$ cat config.mk
export PLATFORM = sky130hd
export DESIGN_NAME = mem_wb_stage
export DESIGN_NICKNAME = d
export VERILOG_FILES = /design/src/rtl/mem_wb_stage.sv
export SDC_FILE = /design/constraint.sdc
export NUM_CORES = 1
export LEC_CHECK = 0
export BUFFER_PORTS_ARGS = -buffer_cell sky130_fd_sc_hd__buf_4
export CELL_PAD_IN_SITES_DETAIL_PLACEMENT = 0
export CELL_PAD_IN_SITES_GLOBAL_PLACEMENT = 1
export CORE_MARGIN = 1.5
export CORE_UTILIZATION = 35
export DETAILED_ROUTE_END_ITERATION = 10
export PLACE_DENSITY = 0.84
export REMOVE_ABC_BUFFERS = 1
export SYNTH_ARGS = -nofsm -noshare
export SYNTH_HDL_FRONTEND = slang
export SYNTH_SLANG_ARGS = --single-unit
$ cat constraint.sdc
create_clock -name clk -period 4.3 [get_ports clk]
set_input_delay 0.86 -clock clk [delete_from_list [all_inputs] [get_ports clk]]
set_output_delay 0.86 -clock clk [all_outputs]
set_load 0.02 [all_outputs]
$ cat src/rtl/mem_wb_stage.sv
`default_nettype none
// +--------------------------------------------------------------------------+
// | Module      : mem_wb_stage                                               |
// | Description : MEM/WB back end of the 5-stage pipeline. Runs the data     |
// |               memory access through a ready handshake, registers the     |
// |               writeback result for the register file and raises decode's |
// |               stall on load-use hazards and memory wait cycles.          |
// | Options     : STALL_COUNT_EN adds a saturating stall_cnt[31:0] output.   |
// | Revision    : 1.0  initial release                                       |
// +--------------------------------------------------------------------------+
module mem_wb_stage #(
  parameter int DATA_W = 32,
  parameter int REG_AW = 5,
  parameter int CTRL_W = 9
) (
  input  logic              clk,
  input  logic              rst_n,
  input  logic              exm_valid,
  input  logic [CTRL_W-1:0] exm_ctrl,
  input  logic [DATA_W-1:0] exm_alu,
  input  logic [DATA_W-1:0] exm_store,
  input  logic [REG_AW-1:0] exm_rd,
  input  logic              ex_memread,
  input  logic [REG_AW-1:0] ex_rd,
  input  logic [REG_AW-1:0] id_rs,
  input  logic [REG_AW-1:0] id_rt,
  output logic [DATA_W-1:0] dmem_addr,
  output logic [DATA_W-1:0] dmem_wdata,
  output logic              dmem_re,
  output logic              dmem_we,
  input  logic [DATA_W-1:0] dmem_rdata,
  input  logic              dmem_ready,
  output logic [REG_AW-1:0] rd_old,
  output logic              reg_write_old,
  output logic [DATA_W-1:0] write_data,
  output logic              stall,
  output logic              exm_ready
`ifdef STALL_COUNT_EN
  ,
  output logic [31:0]       stall_cnt
`endif
);

  // Control bundle bit positions
  localparam int C_MEMREAD  = 3;
  localparam int C_MEMWRITE = 2;
  localparam int C_REGWRITE = 1;
  localparam int C_MEMTOREG = 0;

  typedef enum logic [1:0] {
    ST_IDLE   = 2'd0,
    ST_ACCESS = 2'd1,
    ST_WB     = 2'd2
  } state_t;

  state_t            state_q, state_d;
  logic              dmem_re_q, dmem_re_d;
  logic              dmem_we_q, dmem_we_d;
  logic [DATA_W-1:0] dmem_addr_q, dmem_addr_d;
  logic [DATA_W-1:0] dmem_wdata_q, dmem_wdata_d;
  logic [REG_AW-1:0] rd_old_q, rd_old_d;
  logic              reg_write_old_q, reg_write_old_d;
  logic [DATA_W-1:0] write_data_q, write_data_d;
  // Writeback qualifiers of the instruction waiting on memory
  logic              pend_wen_q, pend_wen_d;
  logic              pend_m2r_q, pend_m2r_d;

  logic w_accept;
  logic w_is_mem;
  logic w_rd_nz;
  logic w_load_use;
  logic w_unused_ctrl;

  // Only the memory/writeback control bits matter in this stage
  assign w_unused_ctrl = ^exm_ctrl[CTRL_W-1:4];

  assign exm_ready  = (state_q != ST_ACCESS);
  assign w_accept   = exm_valid & exm_ready;
  assign w_is_mem   = exm_ctrl[C_MEMREAD] | exm_ctrl[C_MEMWRITE];
  assign w_rd_nz    = (exm_rd != '0);
  assign w_load_use = ex_memread & (ex_rd != '0) & ((ex_rd == id_rs) | (ex_rd == id_rt));
  assign stall      = ((state_q == ST_ACCESS) & ~dmem_ready) | w_load_use;

  // Next-state and datapath: accept bundles, run the access, produce the writeback
  always_comb begin
    state_d         = state_q;
    dmem_re_d       = dmem_re_q;
    dmem_we_d       = dmem_we_q;
    dmem_addr_d     = dmem_addr_q;
    dmem_wdata_d    = dmem_wdata_q;
    rd_old_d        = rd_old_q;
    reg_write_old_d = 1'b0;
    write_data_d    = write_data_q;
    pend_wen_d      = pend_wen_q;
    pend_m2r_d      = pend_m2r_q;
    case (state_q)
      ST_ACCESS: begin
        if (dmem_ready) begin
          dmem_re_d       = 1'b0;
          dmem_we_d       = 1'b0;
          write_data_d    = pend_m2r_q ? dmem_rdata : dmem_addr_q;
          reg_write_old_d = pend_wen_q;
          state_d         = ST_WB;
        end
      end
      default: begin
        if (w_accept) begin
          rd_old_d = exm_rd;
          if (w_is_mem) begin
            // A read wins over a simultaneous write request
            dmem_re_d    = exm_ctrl[C_MEMREAD];
            dmem_we_d    = exm_ctrl[C_MEMWRITE] & ~exm_ctrl[C_MEMREAD];
            dmem_addr_d  = exm_alu;
            dmem_wdata_d = exm_store;
            pend_wen_d   = exm_ctrl[C_REGWRITE] & ~exm_ctrl[C_MEMWRITE] & w_rd_nz;
            pend_m2r_d   = exm_ctrl[C_MEMTOREG];
            state_d      = ST_ACCESS;
          end else begin
            write_data_d    = exm_alu;
            reg_write_old_d = exm_ctrl[C_REGWRITE] & w_rd_nz;
            state_d         = ST_WB;
          end
        end else begin
          state_d = ST_IDLE;
        end
      end
    endcase
  end

  // State and output registers with synchronous active-low reset
  always_ff @(posedge clk) begin
    if (!rst_n) begin
      state_q         <= ST_IDLE;
      dmem_re_q       <= 1'b0;
      dmem_we_q       <= 1'b0;
      dmem_addr_q     <= '0;
      dmem_wdata_q    <= '0;
      rd_old_q        <= '0;
      reg_write_old_q <= 1'b0;
      write_data_q    <= '0;
      pend_wen_q      <= 1'b0;
      pend_m2r_q      <= 1'b0;
    end else begin
      state_q         <= state_d;
      dmem_re_q       <= dmem_re_d;
      dmem_we_q       <= dmem_we_d;
      dmem_addr_q     <= dmem_addr_d;
      dmem_wdata_q    <= dmem_wdata_d;
      rd_old_q        <= rd_old_d;
      reg_write_old_q <= reg_write_old_d;
      write_data_q    <= write_data_d;
      pend_wen_q      <= pend_wen_d;
      pend_m2r_q      <= pend_m2r_d;
    end
  end

  assign dmem_re       = dmem_re_q;
  assign dmem_we       = dmem_we_q;
  assign dmem_addr     = dmem_addr_q;
  assign dmem_wdata    = dmem_wdata_q;
  assign rd_old        = rd_old_q;
  assign reg_write_old = reg_write_old_q;
  assign write_data    = write_data_q;

`ifdef STALL_COUNT_EN
  logic [31:0] stall_cnt_q, stall_cnt_d;

  // Saturating count of stalled cycles
  always_comb begin
    stall_cnt_d = stall_cnt_q;
    if (stall && (stall_cnt_q != 32'hFFFF_FFFF)) begin
      stall_cnt_d = stall_cnt_q + 32'd1;
    end
  end

  // Stall counter register
  always_ff @(posedge clk) begin
    if (!rst_n) begin
      stall_cnt_q <= '0;
    end else begin
      stall_cnt_q <= stall_cnt_d;
    end
  end

  assign stall_cnt = stall_cnt_q;
`endif

endmodule
`default_nettype wire

### After elaboration in Yosys (flattened, before gate mapping)

Index checks and enable logic that the tools add are counted.

* flip-flop bits (word level): 108
* bits in latches: 0
* bits in writable memories: 0
* ROM bits: 0
* input port bits: 130
* output and inout bits: 106
* word-level logic and storage cells: 59
* memories kept: 0

* $add $sub $neg: 0
* multiply operators: 0
* div/mod/pow operators: 0
* order comparisons: 0
* equal/unequal tests: 6
* shifts and indexed selects: 0
* muxes and demuxes: 20
* bitwise logic cells: 15
* reductions and logical operators: 8

Operator list (number)
* 32-bit 2-to-1 mux: 5
* 1-bit 2-to-1 mux: 11
* 5-bit equality test: 2
* 5-bit nonzero test: 2
* 3-bit AND reduction: 3
* 1-bit AND: 8
* 2-bit 2-to-1 mux: 4
* 2-bit by 1-bit != test with 1-bit output (second input constant): 2
* 1-bit NOT: 4
* 2-bit nonzero test: 2
* 1-bit OR: 3
* 2-bit by 1-bit equality test with 1-bit output (second input constant): 1
* 2-bit != test (second input constant): 1
* 2-bit AND reduction: 1

### Longest topological paths before layout

* word-level depth: 5
* gate-level depth with buffers: 7
* gate-level depth less buffers: 5

### Least setup slack after synthesis

OpenSTA, ideal clock, no wires.

* path type: input -> output
* start point: input ex_rd[1]
* end point: output stall
* arrival time: 1.669 ns
* data required time: 3.440 ns
* path slack: 1.771 ns
* cell stages on the path: 3
* path buffers: 0
* path through: or4_1 -> o21ai_0 -> o22ai_1

* longest elaborated chain between the ends: 4
* elaborated cells on any way between the ends: 7
* classes of those cells: 2 x eq/ne; 4 x bitwise; 1 x reduce/logical

RTL lines
* start, declared: RTL line 24 `input logic [REG_AW-1:0] ex_rd,`
* 5-bit equality test / 5-bit nonzero test (equally long branches): RTL line 81 `assign w_load_use = ex_memread & (ex_rd != '0) & ((ex_rd == id_rs) | (ex_rd == id_rt));`
* 1-bit OR / 1-bit AND (equally long branches): RTL line 81
* 1-bit AND *: RTL line 81
* 1-bit OR *: RTL line 82 `assign stall = ((state_q == ST_ACCESS) & ~dmem_ready) | w_load_use;`
* end, declared: RTL line 36 `output logic stall,`

Mark *: on every way between the ends. The rest lies on a longest branch, timed or not.

### Final worst setup path

* start point: register state_q[0]
* end point: register pend_m2r_q

* longest elaborated chain between the ends: 3
* elaborated cells on any way between the ends: 5
* classes of those cells: 2 x eq/ne; 2 x bitwise; 1 x reduce/logical

RTL lines
* start, declared: RTL line 56 `state_t state_q, state_d;`
* start signal, assigned: RTL line 144 `state_q <= state_d;`
* 2-bit by 1-bit != test with 1-bit output / 2-bit by 1-bit equality test with 1-bit output (equally long branches): RTL line 77, 96
* 1-bit AND / 1-bit NOT (equally long branches)
* 3-bit AND reduction (no line) *
* end signal, assigned: RTL line 153 `pend_m2r_q <= pend_m2r_d;`
* end, declared: RTL line 66 `logic pend_m2r_q, pend_m2r_d;`

Marked as above.
A chain may end at the register's enable or synchronous reset.

==> impl_metrics.yaml <==
run_status:
  status: "complete, no violations"
clock_tree:
  h-tree-depth: 3
  path_clk_slew_ns: 0.07
  clock_sinks: 108
  cts_setup_buffers: 0
  numCtsBuffers: 9
  cts_resized: 0
  hold_buffers: 0
  cts_buffer_depth: 2
  cts_tree: "yes"
  root_buffer: "clkbuf_16"
  clk_latency_ns: 0.34
critical_path:
  cpLargestDelayFamily: "simple AND/OR/NAND/NOR gates"
  crit_buf_inv: 2
  startpoint_type: "flop"
  cp_common_cell: "buf_4"
  crit_chain: "nor2b_4, buf_4, or3_2, buf_4, nand2_1, a21boi_0"
  worstPathMaxFanout: 42
  required_ns: 4.56
  cpPeakStageDelay_ns: 0.59
  path_class: "reg2reg"
  arrival_ns: 3.05
  slowest_stage: "nor2b_4"
  worstSetupEndpointType: "flop"
synthesis:
  seq_area_frac_synth_pct: 43.2
  yosysWarnings: 0
  netlist_top_cells_area: "dfxtp_1 43%, nand2_1 12%, mux2i_1 7.4%, a21boi_0 7.3%, o211a_1 6.4%"
  synth.most_common_cell: "nand2_1"
  async_flop_share_pct: 0
  synth_top_cell_area_share_pct: 43.2
  synthTopCellsByCount: "165 x nand2_1, 108 x dfxtp_1, 49 x a21boi_0"
  syn_area_um2: 5010
  netlist-cell-type-count: 29
  yosys.area.top_type: "dfxtp_1"
  synth_area_per_cell_um2: 8.40
  synthCells: 596
  synth_edf_count: 0
  synth_flop_cell: "dfxtp_1"
  ys_ff_latch: 108
routing:
  highest_layer: "met4"
  viasPerCell: 4.77
  drt_iter0_markers: 191
  met3WireLength_um: 1110
  wl_um: 13800
  vias: 4693
  drt-wirelength-per-cell_um: 14.0
  met2_length_um: 6780
  route.layer.met1.wl_um: 5520
  drtPass1Iterations: 4
  drtAntennaViolNets: 0
  drc: 0
final_layout:
  diodes: 0
  stdcell_area_um2: 7070
  synthToLayoutAreaGrowth_pct: 41.2
  drive_gt1_share_pct: 31.8
  nets: 928
floorplanning:
  start_util_pct: 35.9
  num_rows: 43
  io_pins: 236
  die_h_um: 123
  dieWidth_um: 123
  dieArea_um2: 15000
  core-area_um2: 13900
power_and_ir_drop:
  cellPowerDensity_nw_per_um2: 341
  power_leakage_nw: 3.31
  fin_total_pwr_mw: 2.41
  ir_worst_vdd_uv: 203
  p_comb_share_pct: 21.3
  power.share.switching_pct: 27.4
  intPower_mw: 1.75
  switchingPower_uw: 659
  clockPowerShare_pct: 32.6
  seq_power_share_pct: 46.1
place:
  io_buffer_count: 230
  place_ws_ns: 1.42
  place_area_um2: 6790
  routabilityCongestion: 0.807
  post-dp-hpwl_um: 9610
timing:
  hold_viol_final: 0
  whs_ns: 0.458
  slew_viol_final: 0
  rsz0062_at_grt: "false"
  relSlewSlack_pct: 24.3
  worst_slack_ns: 1.51
  worst_pin_slew_ns: 1.14
  finalClockSkew_ns: 0.00361
  setup-violations-final: 0
  period_needed_ns: 2.79
  post-route-period-util_pct: 64.8
  finalSetupTns_ns: 0
  fmax_mhz: 359
grt:
  grt_usage_pct: 18.1
  grt_pass1_vias: 4601
  grt_start_max_net_pins: 109
  grt_overflow: 0
  grt_antenna_before_repair: 0
  grt_pass1_wl_um: 21400
worst_hold_path:
  min_path_type: "reg2reg"
job:
  max_cap_violations: 0
per-layer routing:
layer	vias up	track usage (%)
li1	2357	-
met3	30	5.58
met4	0	8.72
met1	2139	20.4
met5	-	0
met2	167	31.1
layout make-up:
| cell class | instances | area (um2) |
|---|---|---|
| clock buffer | 15 | 278 |
| clock inverter | 1 | 5.00 |
| fill | 1318 | 6870 |
| inverter | 34 | 128 |
| multi-input combinational | 409 | 2500 |
| sequential | 108 | 2160 |
| tap | 180 | 225 |
| timing repair buffer | 236 | 1770 |
cells by family (layout without fill, tap and decap cells):
group | count (synthesis) | count (layout) | synth area share, %
compound gates | 140 | 140 | 22.5
xor+xnor | 10 | 10 | 1.75
buf+inv | 79 | 286 | 7.45
flops | 108 | 108 | 43.2
mux | 37 | 37 | 7.40
simple gates | 222 | 222 | 17.7
worst reg2reg max path, cell delays in order (launching register included):
cell and delay, ns:
dfxtp_1 0.33, nor2b_4 0.59, buf_4 0.54, or3_2 0.57, buf_4 0.39, nand2_1 0.09, a21boi_0 0.21
path summary, 6_finish.rpt:
check	start	endpoint	slack [ns]	depth (start not counted)
hold / removal	dmem_we	dmem_we	0.46	2
hold reg to reg	dmem_we	dmem_we	0.46	2
setup / recovery	state_q[0]	pend_m2r_q	1.51	6
setup reg to reg	state_q[0]	pend_m2r_q	1.51	6
state kept, by name, summed over array words and instances, names as in the netlist:
| register | count |
|---|---|
| reg_write_old | 1 |
| dmem_addr | 32 |
| pend_wen_q | 1 |
| state_q | 2 |
| dmem_re | 1 |
| dmem_we | 1 |
| rd_old | 5 |
| pend_m2r_q | 1 |
| dmem_wdata | 32 |
| write_data | 32 |
cell usage in the layout (no fill, tap or decap):
| master | Yosys | final |
|---|---|---|
| buf_4 | 9 | 236 |
| nand2_1 | 165 | 165 |
| dfxtp_1 | 108 | 107 |
| a21boi_0 | 49 | 49 |
| mux2i_1 | 37 | 37 |
| nor2_1 | 36 | 36 |
| inv_1 | 33 | 33 |
| o21a_1 | 33 | 33 |
| o211a_1 | 32 | 32 |
| a21boi_1 | 17 | 17 |
| xor2_1 | 10 | 10 |
| clkbuf_16 | 0 | 9 |
| nor2b_1 | 7 | 6 |
| nand3_1 | 4 | 4 |
| o21ai_0 | 3 | 3 |
| and2_1 | 3 | 3 |
| clkbuf_8 | 0 | 3 |
| clkbuf_1 | 17 | 3 |
| nor3_1 | 2 | 2 |
| or4_1 | 2 | 2 |
| o31ai_1 | 2 | 2 |
| nor2b_4 | 0 | 1 |
| a22oi_1 | 1 | 1 |
| o22ai_1 | 1 | 1 |
| inv_2 | 1 | 1 |
| nor3_4 | 0 | 1 |
| or3_2 | 0 | 1 |
| nand3b_1 | 1 | 1 |
| o41ai_4 | 0 | 1 |
| a21oi_1 | 1 | 1 |
| clkinv_2 | 0 | 1 |
| dfxtp_2 | 0 | 1 |
power groups by stage:
stage	clock, mW	combinational [mW]	sequential, mW
after global placement	0	0.508	1.13
after detailed placement	0	0.519	1.13
after CTS	0.819	0.521	1.11
after global routing	0.864	0.561	1.12
after floorplan	0	0.189	1.20
final	0.786	0.513	1.11
stage by stage:
step                cells  util (%)
floorplan             551         -
global placement      967      48.7
detailed placement    967      48.7
CTS                   983      50.7
global route          983      50.7
finish                983      50.7
Power figures use the tool's default switching activity.
